File: config.mk
export PLATFORM = sky130hd
export DESIGN_NAME = filter_bank
export DESIGN_NICKNAME = d
export VERILOG_FILES = /design/src/rtl/filter_bank.sv
export SDC_FILE = /design/constraint.sdc
export NUM_CORES = 1
export LEC_CHECK = 0
export ABC_CLOCK_PERIOD_IN_PS = 1800
export BUFFER_PORTS_ARGS = -buffer_cell sky130_fd_sc_hd__buf_2
export CORE_MARGIN = 2
export CORE_UTILIZATION = 40
export DETAILED_ROUTE_END_ITERATION = 12
export PLACE_DENSITY = 0.68
export SYNTH_ARGS = -nofsm -noshare
export SYNTH_HDL_FRONTEND = slang
export SYNTH_SLANG_ARGS = --single-unit
File: constraint.sdc
create_clock -name clock -period 1.8 [get_ports clock]
set_input_delay 0.27 -clock clock [delete_from_list [all_inputs] [get_ports clock]]
set_output_delay 0.27 -clock clock [all_outputs]
set_load 0.05 [all_outputs]
File: src/rtl/filter_bank.sv
// rtl/filter_bank.sv - multi-channel glitch filter with rise/fall pulses and sample tick
// Define FILTER_BANK_IRQ_EN to add sticky per-channel change flags (irq_clr/irq_pend/irq).
module filter_bank #(
  parameter int CHANNELS    = 4,
  parameter int DEPTH       = 3,
  parameter int PRESCALE    = 1,
  parameter int SYNC_STAGES = 0
) (
  input  logic                clock,
  input  logic                reset,
  input  logic [CHANNELS-1:0] sig_in,
  output logic [CHANNELS-1:0] sig_out,
  output logic [CHANNELS-1:0] rise,
  output logic [CHANNELS-1:0] fall,
  output logic                tick
`ifdef FILTER_BANK_IRQ_EN
  ,
  input  logic [CHANNELS-1:0] irq_clr,
  output logic [CHANNELS-1:0] irq_pend,
  output logic                irq
`endif
);
  localparam int PCW = (PRESCALE > 1) ? $clog2(PRESCALE) : 1;

  logic [PCW-1:0]      pcnt_q, pcnt_d;
  logic [CHANNELS-1:0] s_in;
  logic [DEPTH-1:0]    win_q [CHANNELS];
  logic [DEPTH-1:0]    win_d [CHANNELS];
  logic [CHANNELS-1:0] out_q, out_d;
  logic [CHANNELS-1:0] rise_q, rise_d;
  logic [CHANNELS-1:0] fall_q, fall_d;

  assign tick   = (pcnt_q == PCW'(PRESCALE - 1));
  assign pcnt_d = tick ? '0 : pcnt_q + PCW'(1);

  // Synchroniser runs every clock; only the window shift is gated by tick.
  generate
    if (SYNC_STAGES == 0) begin : g_nosync
      assign s_in = sig_in;
    end else begin : g_sync
      logic [CHANNELS-1:0] sync_q [SYNC_STAGES];
      always_ff @(posedge clock) begin
        if (!reset) begin
          for (int i = 0; i < SYNC_STAGES; i++) sync_q[i] <= '0;
        end else begin
          sync_q[0] <= sig_in;
          for (int i = 1; i < SYNC_STAGES; i++) sync_q[i] <= sync_q[i-1];
        end
      end
      assign s_in = sync_q[SYNC_STAGES-1];
    end
  endgenerate

  // Decision looks at the registered window, so the sample shifted in on this edge counts next edge.
  always_comb begin
    out_d  = out_q;
    rise_d = '0;
    fall_d = '0;
    for (int ch = 0; ch < CHANNELS; ch++) begin
      win_d[ch] = tick ? {win_q[ch][DEPTH-2:0], s_in[ch]} : win_q[ch];
      if ((&win_q[ch]) && !out_q[ch]) begin
        out_d[ch]  = 1'b1;
        rise_d[ch] = 1'b1;
      end else if (!(|win_q[ch]) && out_q[ch]) begin
        out_d[ch]  = 1'b0;
        fall_d[ch] = 1'b1;
      end
    end
  end

  always_ff @(posedge clock) begin
    if (!reset) begin
      pcnt_q <= '0;
      out_q  <= '0;
      rise_q <= '0;
      fall_q <= '0;
      for (int ch = 0; ch < CHANNELS; ch++) win_q[ch] <= '0;
    end else begin
      pcnt_q <= pcnt_d;
      out_q  <= out_d;
      rise_q <= rise_d;
      fall_q <= fall_d;
      win_q  <= win_d;
    end
  end

  assign sig_out = out_q;
  assign rise    = rise_q;
  assign fall    = fall_q;

`ifdef FILTER_BANK_IRQ_EN
  logic [CHANNELS-1:0] pend_q, pend_d;

  // A new edge pulse wins over a clear arriving in the same cycle.
  assign pend_d = (pend_q & ~irq_clr) | rise_q | fall_q;

  always_ff @(posedge clock) begin
    if (!reset) pend_q <= '0;
    else        pend_q <= pend_d;
  end

  assign irq_pend = pend_q;
  assign irq      = |pend_q;
`endif

endmodule

==> summary.txt, run 1 <==
Route
  • Via count: 629
  • Mean number of vias per cell: 4.694
  • Wire length after detailed routing: 1.347 mm
  • DRC errors left: 0
  • Remaining antenna violation count after routing: 0
  • First drt pass iteration count: 3
  • Routed wire per std cell: 10.05 um
  • Iteration-0 DRC Markers: 5

Critical path
  • Worst R2R Setup Slack: 730 ps
  • Crit end category: output port
  • Critical Path RT: 1530 ps
  • Startpoint class of the critical path: flop
  • Worst Path Arrival: 1030 ps
  • CP Class: reg2out
  • CP max FO: 5
  • Reg2reg path depth: 3

Timing
  • Max Clock Skew: 1.342 ps
  • RSZ-0062 raised after global routing: false
  • Hold Fails Final Rpt: 0
  • Setup-failing EPs final: 0
  • Setup TNS: 0 ps
  • Min Tclk post-route: 1303 ps
  • WHS: 217.4 ps
  • Max Fclk: 0.7674 GHz
  • Tcrit/Tclk final: 72.39%
  • Max-slew violations: 0

Logic synthesis
  • Netlist area before placement: 893.4 um^2
  • Post-Syn Nets: 93
  • Yosys cell types: 15
  • Synth async-reset ratio: 0%
  • Sequential share of the synthesized area: 56.02%
  • Number of synthesized register bits: 25
  • Syn avg cell area: 10.27 um^2
  • Synth warnings: 0
  • EDFF count, synth: 0
  • Post-Synthesis Cells: 87
  • Ys flop type: dfxtp_1

Global route
  • Overall routing resource usage: 11.60%
  • Number of antenna violations at the first check in global routing: 0
  • Overflow after GRT: 0
  • Vias in the first global route: 588
  • Largest net degree at the start of global routing: 21
  • First-pass GRT wire length: 2.297 mm

Power and ir drop
  • Peak VDD IR: 0.4150 mV
  • Tot Pwr: 863.0 uW
  • Pwr Density: 852.6 nW/um^2
  • P_leak: 0.0004268 uW

Placed design
  • I/O Buffers: 18
  • Hpwl dp: 970.9 um
  • Placer Congestion: 0.7362
  • Placed Area: 985.9 um^2

Floorplanning
  • Core area: 2170 um^2
  • Die Y: 51.26 um
  • Die X: 51.26 um
  • Row count: 17
  • Initial core utilization: 41.18%
  • Die area: 2628 um^2
  • Io pins: 19

Clock network
  • CTS Hold Bufs: 0
  • CTS HTree Levels: 1
  • Worst skew pair latency: 300 ps
  • Cts bufs inserted: 3
  • Post-cts resize count: 0
  • CTS max path bufs: 2
  • CTS tree: done
  • Postcts setup bufs: 0
  • CTS Sinks: 25
  • Clock tree root driver cell: clkbuf_4
  • Clock-pin slew on the worst setup and hold paths: 120 ps

Final layout
  • Area Overhead vs Synth: 13.31%
  • Fin area: 1012 um^2
  • Area of the multi-input gates: 349.1 um^2
  • Filler cell count: 224
  • Fraction of layout cells with a size suffix above 1: 20.75%
  • Register area: 500.5 um^2
  • Final net count: 113
  • Final core occ: 46.66%
  • N_diodes: 0

Worst hold path
  • Type of the worst min-delay path: in2reg
  • Worst Hold Path Cells: 3

Flow run
  • Max Cap Viol: 0

Outcome
  • Outcome: completed
cells in the mapped netlist, types with 4 or more instances:
library cell  count  area (um^2)
nor2_1            4        15.01
a21oi_1           4        20.02
o22ai_1           4        25.02
nand2_1          12        45.04
nor3_1            4        20.02
dfxtp_1          25        500.5
nor2b_1          12        75.07
nor4_1            4        25.02
mux2i_1          12        120.1
through the flow:
stage | setup slack [ps] | std cells
after global placement | 783.9 | 130
after CTS | 474.3 | 134
final | 496.9 | 134
after floorplan | 676.6 | 87
after detailed placement | 741.8 | 130
after global routing | 431.1 | 134
state kept, by name, indices dropped and copies added, names as in the netlist:
register  count
sig_out       4
fall          4
rise          4
pcnt_q        1
win_q        12
path summary, 6_finish.rpt:
check                                 to  startpoint
worst max-delay path                tick      pcnt_q
worst min-delay path            win_q[9]   sig_in[0]
worst max register to register  win_q[4]      pcnt_q
worst min register to register   rise[2]  sig_out[2]
placed cells by master (no fill, tap or decap), drive strengths merged:
master / instances
mux2i: 12
clkbuf: 4
o22ai: 4
nor4: 4
a21oi: 4
nor2b: 12
dfxtp: 25
nor3: 4
inv: 1
conb: 1
nand2: 12
nor2: 4
buf: 19
logic make-up (layout without fill, tap and decap cells):
logic type             Yosys count  after routing  synth area share, %
AOI/OAI and AO/OA                8              8                5.042
and+or+nand+nor                 36             36                20.17
other                            1              1               0.4198
buffers and inverters            5             24                4.901
DFF                             25             25                56.02
muxes                           12             12                13.45
worst max-delay path: stages (launching register included):
cell and delay, ps:
dfxtp_1 460, inv_1 60, buf_2 210
cell type report:
class,instances,share of cell area (%)
tap,28,3.461
timing repair buffer,19,9.642
sequential,25,49.44
clock buffer,4,2.596
inverter,1,0.3708
multi-input combinational,57,34.49
layer usage:
layer | routed length (um) | part of all wire [%] | track usage [%] | vias to the layer above
met4 | 19 | 1.4 | 7.895 | 0
met2 | 681 | 51 | 18.83 | 11
met1 | 613 | 46 | 14.10 | 283
li1 | - | - | - | 333
met3 | 32 | 2.4 | 1.754 | 2
met5 | 0 | 0 | 0 | -
power breakdown:
part | internal (uW) | switching, uW | total, uW
clock | 86.3 | 148 | 234
sequential | 565 | 14.8 | 579
combinational | 24.2 | 24.9 | 49.1
total | 675 | 188 | 863
Note: power is estimated with default switching activity, not from simulation.
==> run 2, diff against run 1 <==
Settings changed: ABC_CLOCK_PERIOD_IN_PS 1800 to 1200.
Clock period 1.8 ns to 1.2 ns, I/O delays scaled along.
==> run 2 against run 1 <==
Against the previous run: sequential share of layout area is 0.96 points lower; non-clock buffer count stayed put; cell count stayed put; largest cell class unchanged; setup slack worse by 440 ps; sequential cell count stayed put; total power is 52% higher; utilization is 1.0 points higher.
==> summary.txt, run 2 (synthesis results as in run 1) <==
Critical path
  • Crit-path cells: clkbuf_4 (was inv_1 -> buf_2)
  • Reg2reg path depth: 3 (unchanged)
  • Slowest cell on crit path: dfxtp_1 (unchanged)
  • Startpoint class of the critical path: flop (unchanged)
  • CP Class: reg2out (unchanged)
  • Worst Path Arrival: 970 ps (was 1030 ps)
  • R2r endpoint: win_q[8] (was win_q[4])
  • Family with the most delay on the worst path: flip-flops (unchanged)
  • Largest stage delay on the critical path: 400 ps (was 460 ps)
  • Critical path depth in cells: 1 (was 2)
  • CP max FO: 4 (was 5)
  • Crit end category: output port (unchanged)
  • Worst R2R Setup Slack: 160 ps (was 730 ps)
  • CP bufs+invs: 1 (was 2)
  • Critical Path RT: 1020 ps (was 1530 ps)
  • Reg2Reg Launch Point: pcnt_q (unchanged)

Clock network
  • Postcts setup bufs: 0 (unchanged)
  • Clock-pin slew on the worst setup and hold paths: 140 ps (was 120 ps)
  • CTS Sinks: 25 (unchanged)
  • CTS Hold Bufs: 0 (unchanged)
  • CTS tree: done (unchanged)
  • Worst skew pair latency: 310 ps (was 300 ps)
  • Clock tree root driver cell: clkbuf_4 (unchanged)
  • Cts bufs inserted: 3 (unchanged)
  • CTS max path bufs: 2 (unchanged)
  • CTS HTree Levels: 1 (unchanged)

Route
  • Via count: 639 (was 629)
  • DRC errors left: 0 (unchanged)
  • Mean number of vias per cell: 4.769 (was 4.694)
  • Routed wire per std cell: 10.49 um (was 10.05 um)
  • First drt pass iteration count: 3 (unchanged)
  • Highest Signal Layer: met4 (unchanged)
  • Wire length after detailed routing: 1.405 mm (was 1.347 mm)
  • Remaining antenna violation count after routing: 0 (unchanged)
  • Iteration-0 DRC Markers: 4 (was 5)
  • DR WL met3: 43 um (was 32 um)
  • WL met2: 696 um (was 681 um)
  • Metal-1 WL: 644 um (was 613 um)

Power and ir drop
  • Peak VDD IR: 0.5697 mV (was 0.4150 mV)
  • Pwr Density: 1269 nW/um^2 (was 852.6 nW/um^2)
  • P_leak: 0.0004291 uW (was 0.0004268 uW)

Final layout
  • Number of flip-flops in the largest register: 12 (unchanged)
  • Area Overhead vs Synth: 15.83% (was 13.31%)
  • Most common cell after layout, fill and taps aside: dfxtp_1 (unchanged)
  • N_diodes: 0 (unchanged)
  • Final net count: 113 (unchanged)
  • Fraction of layout cells with a size suffix above 1: 23.58% (was 20.75%)
  • Biggest register: win_q (unchanged)
  • Most frequent cells in the layout: dfxtp_1, buf_2, mux2i_1, nor2b_1, nand2_1 (unchanged)
  • Fin area: 1035 um^2 (was 1012 um^2)

Outcome
  • Outcome: completed (unchanged)

Global route
  • Vias in the first global route: 541 (was 588)
  • Overall routing resource usage: 10.82% (was 11.60%)
  • Overflow after GRT: 0 (unchanged)
  • Number of antenna violations at the first check in global routing: 0 (unchanged)
  • First-pass GRT wire length: 2.139 mm (was 2.297 mm)
  • Largest net degree at the start of global routing: 21 (unchanged)

Timing
  • Setup TNS: 0 ps (unchanged)
  • Max Fclk: 0.8723 GHz
  • Tcrit/Tclk final: 95.53%
  • WHS: 113.5 ps (was 217.4 ps)
  • Final setup margin: 53.64 ps (was 496.9 ps)
  • Hold Fails Final Rpt: 0 (unchanged)
  • RSZ-0062 raised after global routing: false (unchanged)
  • Min Tclk post-route: 1146 ps
  • Setup-failing EPs final: 0 (unchanged)
  • Max Clock Skew: 9.656 ps (was 1.342 ps)
  • Max-slew violations: 0 (unchanged)

Floorplanning
  • Io pins: 19 (unchanged)
  • Die area: 2628 um^2 (unchanged)
  • Initial core utilization: 41.18% (unchanged)
  • Die X: 51.26 um (unchanged)
  • Core area: 2170 um^2 (unchanged)
  • Die Y: 51.26 um (unchanged)
  • Row count: 17 (unchanged)

Placed design
  • Placed Area: 993.5 um^2 (was 985.9 um^2)
  • Placer Congestion: 0.7240 (was 0.7362)
  • Hpwl dp: 986.6 um (was 970.9 um)
  • I/O Buffers: 18 (unchanged)
  • Dpl ws: 272.3 ps (was 741.8 ps)

Worst hold path
  • Hold worst-path end: win_q[9] (unchanged)
  • Worst Hold Path Cells: 3 (unchanged)
  • Min-delay src: sig_in[0] (unchanged)
  • Type of the worst min-delay path: in2reg (unchanged)

Flow run
  • Max Cap Viol: 0 (unchanged)
run 2: layout make-up:
cell class	count	area (um^2)
Tap cell	28	35.03
Timing Repair Buffer	19	117.6
Clock inverter	1	5.005
Multi-Input combinational cell	57	349.1
Sequential cell	25	501.7
Inverter	1	3.754
Fill cell	229	1135
Clock buffer	3	22.52
run 2: timing repair:
item / CTS / global route
resized for setup: 4 / 5
gates cloned: 0 / 0
pin swaps: 0 / 0
endpoints found under the setup margin: 1 / 5
run 2: worst max path at each step:
stage                     from  slack, ps          to
floorplan               pcnt_q        170        tick
global placement        pcnt_q        300        tick
detailed placement      pcnt_q        270    win_q[8]
CTS                     pcnt_q         10        tick
global route        sig_out[0]         20  sig_out[0]
finish              sig_out[0]         50  sig_out[0]
run 2: per-layer routing:
layer / vias to the layer above / global-route usage, %
met2: 13 / 19.05
met4: 0 / 8.333
met1: 294 / 11.40
met5: - / 0
met3: 2 / 1.754
li1: 330 / -
run 2: per-stage QoR:
stage | utilization [%] | power, uW | cells
2_1_floorplan | - | 950.4 | 87
3_3_place_gp | 45.79 | 961.8 | 131
3_5_place_dp | 45.79 | 964.2 | 131
4_1_cts | 47.40 | 1332 | 135
5_1_grt | 47.69 | 1364 | 134
6_report | 47.69 | 1313 | 134
run 2: power by group:
group / switching, uW / leakage (uW) / internal [uW]
clock: 241 / 0.0000177 / 124
sequential: 23.1 / 0.000203 / 848
combinational: 37.8 / 0.000208 / 39.9
